[src/rtl/vend_arb_pkg.sv]
// Shared types and constants for the vending-core arbiter.
package vend_arb_pkg;

    typedef enum logic [1:0] {
        IDLE  = 2'd0,
        SERVE = 2'd1,
        CLEAR = 2'd2
    } state_e;

    localparam int unsigned MAX_NREQ = 8;
    localparam int unsigned CNT_W    = 8;

    // Saturating increment for the idle-coin counter.
    function automatic logic [CNT_W-1:0] sat_inc(input logic [CNT_W-1:0] v);
        return (&v) ? v : v + CNT_W'(1);
    endfunction

endpackage

[src/rtl/vend_arbiter_rr_pick.sv]
// Combinational round-robin picker: first asserted req after ptr, wrapping.
module rr_pick #(
    parameter int unsigned NREQ = 2,
    parameter int unsigned IW   = 1
) (
    input  logic [NREQ-1:0] req,
    input  logic [IW-1:0]   ptr,
    output logic            valid,
    output logic [IW-1:0]   idx,
    output logic [NREQ-1:0] sel
);

    logic [IW-1:0] cand;

    always_comb begin
        valid = 1'b0;
        idx   = '0;
        sel   = '0;
        cand  = '0;
        for (int unsigned k = 1; k <= NREQ; k++) begin
            cand = IW'((32'(ptr) + k) % NREQ);
            if (!valid && req[cand]) begin
                valid     = 1'b1;
                idx       = cand;
                sel[cand] = 1'b1;
            end
        end
    end

endmodule

[src/rtl/vend_arbiter.sv]
// Round-robin arbiter sharing one Mealy vending core among NREQ requesters.
// Optional idle-coin timeout abort is enabled by defining VEND_ARB_TIMEOUT_EN.
module vend_arbiter
    import vend_arb_pkg::*;
#(
    parameter int unsigned NREQ    = 2,
    parameter int unsigned TIMEOUT = 15
) (
    input  logic            clk,
    input  logic            rst,
    input  logic [NREQ-1:0] req,
    input  logic [NREQ-1:0] coin_i,
    input  logic [NREQ-1:0] coin_j,
    output logic [NREQ-1:0] gnt,
    output logic [NREQ-1:0] done,
    output logic [NREQ-1:0] chg,
    output logic [NREQ-1:0] abort,
    output logic            vend_i,
    output logic            vend_j,
    input  logic            vend_x,
    input  logic            vend_y,
    output logic            vend_rst
);

    localparam int unsigned IW = (NREQ > 1) ? $clog2(NREQ) : 1;

    if (NREQ < 2 || NREQ > MAX_NREQ || TIMEOUT < 1 || TIMEOUT > 255) begin : g_bad_cfg
        $error("vend_arbiter: parameter out of range");
    end

    state_e          state_q, state_d;
    logic [IW-1:0]   ptr_q, ptr_d;
    logic [IW-1:0]   owner_q, owner_d;
    logic [NREQ-1:0] gnt_q, gnt_d;
    logic [NREQ-1:0] done_q, done_d;
    logic [NREQ-1:0] chg_q, chg_d;
    logic [NREQ-1:0] abort_q, abort_d;

    logic            pick_valid;
    logic [IW-1:0]   pick_idx;
    logic [NREQ-1:0] pick_sel;
    logic            serving;
    logic            tmo_hit;

    rr_pick #(
        .NREQ (NREQ),
        .IW   (IW)
    ) u_pick (
        .req   (req),
        .ptr   (ptr_q),
        .valid (pick_valid),
        .idx   (pick_idx),
        .sel   (pick_sel)
    );

`ifdef VEND_ARB_TIMEOUT_EN
    logic [CNT_W-1:0] cnt_q, cnt_d;
    logic             own_coin;

    assign own_coin = coin_i[owner_q] | coin_j[owner_q];
    // Fires on the TIMEOUT-th consecutive coinless SERVE cycle.
    assign tmo_hit  = !own_coin && (cnt_q >= CNT_W'(TIMEOUT - 1));
`else
    assign tmo_hit  = 1'b0;
`endif

    assign serving  = (state_q == SERVE) && !rst;
    assign vend_i   = serving & coin_i[owner_q];
    assign vend_j   = serving & coin_j[owner_q];
    assign vend_rst = rst | ((state_q == CLEAR) && (|abort_q));

    assign gnt   = gnt_q;
    assign done  = done_q;
    assign chg   = chg_q;
    assign abort = abort_q;

    always_comb begin
        state_d = state_q;
        ptr_d   = ptr_q;
        owner_d = owner_q;
        gnt_d   = gnt_q;
        done_d  = '0;
        chg_d   = '0;
        abort_d = '0;
`ifdef VEND_ARB_TIMEOUT_EN
        cnt_d   = cnt_q;
`endif
        case (state_q)
            IDLE: begin
                if (pick_valid) begin
                    owner_d = pick_idx;
                    gnt_d   = pick_sel;
                    state_d = SERVE;
`ifdef VEND_ARB_TIMEOUT_EN
                    cnt_d   = '0;
`endif
                end
            end
            SERVE: begin
`ifdef VEND_ARB_TIMEOUT_EN
                cnt_d = own_coin ? '0 : sat_inc(cnt_q);
`endif
                // Dispense outranks withdrawal, which outranks timeout.
                if (vend_x) begin
                    done_d[owner_q] = 1'b1;
                    chg_d[owner_q]  = vend_y;
                    gnt_d           = '0;
                    state_d         = CLEAR;
                end else if (!req[owner_q] || tmo_hit) begin
                    abort_d[owner_q] = 1'b1;
                    gnt_d            = '0;
                    state_d          = CLEAR;
                end
            end
            CLEAR: begin
                ptr_d   = owner_q;
                state_d = IDLE;
            end
            default: begin
                gnt_d   = '0;
                state_d = IDLE;
            end
        endcase
    end

    always_ff @(posedge clk) begin
        if (rst) begin
            state_q <= IDLE;
            ptr_q   <= IW'(NREQ - 1);
            owner_q <= '0;
            gnt_q   <= '0;
            done_q  <= '0;
            chg_q   <= '0;
            abort_q <= '0;
`ifdef VEND_ARB_TIMEOUT_EN
            cnt_q   <= '0;
`endif
        end else begin
            state_q <= state_d;
            ptr_q   <= ptr_d;
            owner_q <= owner_d;
            gnt_q   <= gnt_d;
            done_q  <= done_d;
            chg_q   <= chg_d;
            abort_q <= abort_d;
`ifdef VEND_ARB_TIMEOUT_EN
            cnt_q   <= cnt_d;
`endif
        end
    end

endmodule

[config.mk]
export PLATFORM = sky130hd
export DESIGN_NAME = vend_arbiter
export DESIGN_NICKNAME = d
export VERILOG_FILES = /design/src/rtl/vend_arb_pkg.sv /design/src/rtl/vend_arbiter_rr_pick.sv /design/src/rtl/vend_arbiter.sv
export SDC_FILE = /design/constraint.sdc
export NUM_CORES = 1
export LEC_CHECK = 0
export CORE_AREA = 2 2 39 41
export DETAILED_ROUTE_END_ITERATION = 8
export DIE_AREA = 0 0 41 43
export PLACE_DENSITY_LB_ADDON = 0.1
export RECOVER_POWER = 100
export SYNTH_ARGS = -nofsm -noshare
export SYNTH_HDL_FRONTEND = slang
export SYNTH_SLANG_ARGS = --single-unit
[constraint.sdc]
create_clock -name clk -period 2.59 [get_ports clk]
set_input_delay 0.3885 -clock clk [delete_from_list [all_inputs] [get_ports clk]]
set_output_delay 0.3885 -clock clk [all_outputs]
set_load 0.05 [all_outputs]
### Yosys cells after proc, flatten, opt, wreduce, memory -nomap -nowiden

Cells that the tools add are included.

| word-level totals | value |
|---|---|
| register bits after elaboration | 12 |
| bits of input ports | 10 |
| output and inout port bits | 11 |
| word-level logic and storage cells | 72 |

| operators by class | value |
|---|---|
| add/sub/neg operators | 2 |
| order comparisons | 6 |
| equality and inequality tests | 4 |
| mux-type cells | 30 |
| bitwise gates (word level) | 8 |
| reduce and logical (&&, ||, !) cells | 15 |

Operators with widths:

| operator | count |
|---|---|
| 1-bit 2-to-1 mux | 17 |
| 2-bit 2-to-1 mux | 8 |
| 1-bit logical AND | 6 |
| 1-bit by 2-bit < comparator with 1-bit output (second input constant) | 3 |
| 2-bit one-hot mux with 3 select lines | 1 |
| 2-bit one-hot mux with 2 select lines | 1 |
| 2-bit AND reduction | 2 |
| 4-bit OR reduction | 1 |
| 1-bit demux with 1-bit select | 3 |
| 1-bit >= comparator (second input constant) | 3 |
| 3-bit inequality test (second input constant) | 1 |
| 1-bit NOT | 3 |
| 3-bit AND reduction | 1 |
| 3-bit OR reduction | 1 |
| 1-bit adder (second input constant) | 2 |
| 1-bit bitwise AND | 2 |
| 2-bit bitwise AND | 1 |
| 2-bit by 1-bit == test with 1-bit output (second input constant) | 1 |
| 2-bit == test (second input constant) | 1 |
| 1-bit logical NOT | 2 |
| 2-bit logical NOT | 1 |
| 2-bit inequality test (second input constant) | 1 |
| 2-bit OR | 1 |
| 2-bit OR reduction | 1 |
| 1-bit OR | 1 |

### Logic depth before layout (Yosys ltp)

| depth | value |
|---|---|
| depth in word-level cells | 10 |
| depth in mapped cells | 4 |
| mapped depth without buffers | 3 |

### By module

A second synthesis with hierarchy kept.

| second synthesis, totals | value |
|---|---|
| cells, all modules | 56 |
| area, all modules | 538.0 µm² |

By module, submodules not included:

| module | times used | cells each | area an instance (µm²) | seq. area each (µm²) |
|---|---|---|---|---|
| vend_arbiter | 1 | 51 | 505.5 | 240.2 |
| rr_pick | 1 | 5 | 32.5 | 0.0 |

### Worst setup path after synthesis

Ideal clock, no wire load.

| path | value |
|---|---|
| kind | register to output |
| from | reg abort_q[1], in the netlist abort[1] |
| to | out vend_rst |
| data arrival time | 1.462 ns |
| required time | 2.202 ns |
| slack | 0.739 ns |
| stages on the path, launching flop included | 3 |
| path buffers | 0 |
| path through | dfxtp_1 nor2_1 o21bai_1 |

| between the ends | value |
|---|---|
| cells in the longest elaborated chain, start to end | 3 |

RTL lines:

| item | line | text |
|---|---|---|
| start: declaration | vend_arbiter.sv:37 | `logic [NREQ-1:0] abort_q, abort_d;` |
| start signal: assignment | vend_arbiter.sv:145 | `abort_q <= abort_d;` |
| 2-bit OR reduction | vend_arbiter.sv:70 | `assign vend_rst = rst \| ((state_q == CLEAR) && (\|abort_q));` |
| 1-bit logical AND | vend_arbiter.sv:70 |  |
| 1-bit OR | vend_arbiter.sv:70 |  |
| end: declaration | vend_arbiter.sv:22 | `output logic vend_rst` |

No other way between the ends.

### Worst setup path after layout

| path | value |
|---|---|
| from | in rst |
| to | out vend_j |

| between the ends | value |
|---|---|
| cells in the longest elaborated chain, start to end | 3 |

RTL lines:

| item | line | text |
|---|---|---|
| start: declaration | vend_arbiter.sv:10 | `input logic rst,` |
| 1-bit logical NOT | vend_arbiter.sv:67 | `assign serving = (state_q == SERVE) && !rst;` |
| 1-bit logical AND | vend_arbiter.sv:67 |  |
| 1-bit bitwise AND | vend_arbiter.sv:69 | `assign vend_j = serving & coin_j[owner_q];` |
| end: declaration | vend_arbiter.sv:19 | `output logic vend_j,` |

No other way between the ends.

==> reports/results.tsv <==
metric	value	unit
syn_area	523.0	um2
routed-wl-met3	57	um
max_stage_delay	0.63	ns
setup-tns-final	0	ns
placed_cells	89	
yosysSeqAreaShare	45.93	%
drt_iter0_drc	7	
period_share	80.83	%
crit_family	buffers and inverters	
cp_max_fo	7	
track_usage	15.09	%
vias	465	
rsz0062_at_grt	false	
cts_setup_buffers	0	
worstSetupPathType	input pin to output pin	
fin_cells	92	
grt_pass1_wl	1704	um
gp_congestion	0.7540	
clock_path_buffers	2	
status	finished, final reports clean	
cts_buffers	3	
critPathSlowestCell	dlygate4sd3_1	
drtAntennaViolNets	0	
multiInputGateArea	255.2	um2
avgViaCountPerCell	5.054	
clk_pin_slew	0.06	ns
post-route-min-period	2.094	ns
drt-met1-wl	466	um
cts_tree	yes	
grt_max_degree	11	
crit_buf_inv	2	
powerDensity	528.7	nW/um2
worstPathRequired	2.20	ns
start_kind	input pin	
fillers	126	
dp_hpwl	807.3	um
synthCells	54	
ioPinCount	21	
antennaDiodeCount	0	
worstMarginPinSlew	0.5912	ns
antenna_found_initial	0	
core	1384	um2
drv_cap	0	
wire_per_inst	11.43	um
p_leak	0.3053	nW
hold_viol	0	
yosys_warnings	0	
hold_class	flip-flop to flip-flop	
cts_sinks	12	
io_buffer_count	20	
grt_pass1_vias	412	
ys_ff_latch	12	
finalWirelength	1052	um
ys_types	22	
avgSynthCellArea	9.685	um2
setup_violations	0	
path_cells	dlygate4sd3_1 -> nor2_1 -> nand2_1 -> nor2_1 -> buf_12	
clkLatencyLatePin	0.27	ns
max_freq	477.7	MHz
routed.top_layer	met4	
dieArea	1763	um2
skew	0.004142	ns
final_net_count	88	
area_growth	43.78	%
die_x	41	um
grt_overflow	0	
drc_errors	0	
drive_above_1_share	9.211	%
regArea	240.2	um2
synth_top_cell_by_area	dfxtp_1	
dr.pass1.iters	4	
start_util	37.79	%
synthTopCellsByArea	dfxtp_1 (46%), nor2_1 (7.2%), mux2i_1 (5.7%)	
met2_wirelength	489	um
post_cts_resized	0	
worstSetupEndpointType	output pin	
relSlewSlack	60.76	%
synth_top_area_share	45.93	%
row_count	14	
ir_drop	258.9	uV
crit_top_cell	nor2_1	
slew_violations	0	
h-tree-depth	1	
synth_nets	64	
die_y	43	um
cp.arrival	1.71	ns
holdBufCountCts	0	
clockRootBuffer	clkbuf_4	
[metal layers]
layer	GRT usage [%]	up-vias
met5	0	-
met4	12.00	0
met3	4.712	4
met2	20.94	17
met1	18.12	209
li1	-	235
[worst min-delay path, cell delays in order (launching register included)]
cell and delay [ns]:
dfxtp_1 0.35, mux2i_1 0.08, nand2b_1 0.06
[synth_stat cells]
master,number
a21bo_2,1
a21oi_1,1
a31oi_1,2
and2_1,1
and3_2,1
buf_6,1
dfxtp_1,12
mux2_4,1
mux2i_1,3
nand2_1,3
nand2b_1,3
nand3_1,3
nand3b_1,2
nand4b_1,2
nor2_1,10
nor2b_1,1
nor2b_4,1
nor3b_2,1
nor4_1,1
nor4b_1,1
o21a_1,1
o21bai_1,2
[layout make-up]
class	instances	area share [%]
Clock buffer	3	2.995
Multi-Input combinational cell	41	33.94
Sequential cell	12	31.95
Tap cell	16	2.662
Timing Repair Buffer	20	28.45
[metrics by stage]
| stage | cell area, um2 | total power [mW] | utilization, % | worst slack, ns | hold WS [ns] |
|---|---|---|---|---|---|
| after global placement | 749.5 | 0.2994 | 54.16 | 0.6126 | 0.4999 |
| after detailed placement | 749.5 | 0.2993 | 54.16 | 0.5876 | 0.5157 |
| after global routing | 752.0 | 0.4195 | 54.34 | 0.4108 | 0.5590 |
| final | 752.0 | 0.3976 | 54.34 | 0.4964 | 0.5232 |
| after CTS | 772.0 | 0.4090 | 55.79 | 0.5721 | 0.5316 |
| after floorplan | 523.0 | 0.2610 | - | 0.7392 | 0.4576 |
[layout by cell type, fill, tap and decap left out, drive strengths merged]
cell and count:
a21bo 1, a21oi 1, and2 1, and3 1
dfxtp 12, nor4b 1, buf 2, nor4 1
clkdlybuf4s50 7, nor2b 2, nand3b 2, nor3b 1
nand3 3, clkbuf 4, nand2 3, nor2 10
a31oi 2, mux2 1, nand4b 2, o21a 1
dlygate4sd3 10, o21bai 2, nand2b 3, mux2i 3
[flip-flops by register name, indices dropped and copies added, names as in the netlist]
register / cells
state_q: 2
ptr_q: 1
owner_q: 1
gnt: 2
chg: 2
abort: 2
done: 2
[logic make-up (layout without fill, tap and decap cells)]
| family | count (synthesis) | in the layout | synth area share, % |
|---|---|---|---|
| flops | 12 | 12 | 45.93 |
| compound gates | 7 | 7 | 9.568 |
| mux | 4 | 4 | 8.612 |
| simple gates | 30 | 30 | 33.73 |
| buf+inv | 1 | 23 | 2.153 |
[final timing paths]
kind                start          to  slack [ns]  depth (start not counted)
setup / recovery      rst      vend_j        0.50                          5
setup reg to reg  owner_q  state_q[0]        1.19                          3
hold reg to reg     ptr_q       ptr_q        0.52                          2
hold / removal      ptr_q       ptr_q        0.52                          2
[power by group]
group,switching (mW),total [mW],internal (mW)
combinational,0.0456,0.0844,0.0388
sequential,0.0104,0.204,0.193
clock,0.0558,0.110,0.0538
total,0.112,0.398,0.286
Note: power is estimated with default switching activity, not from simulation.
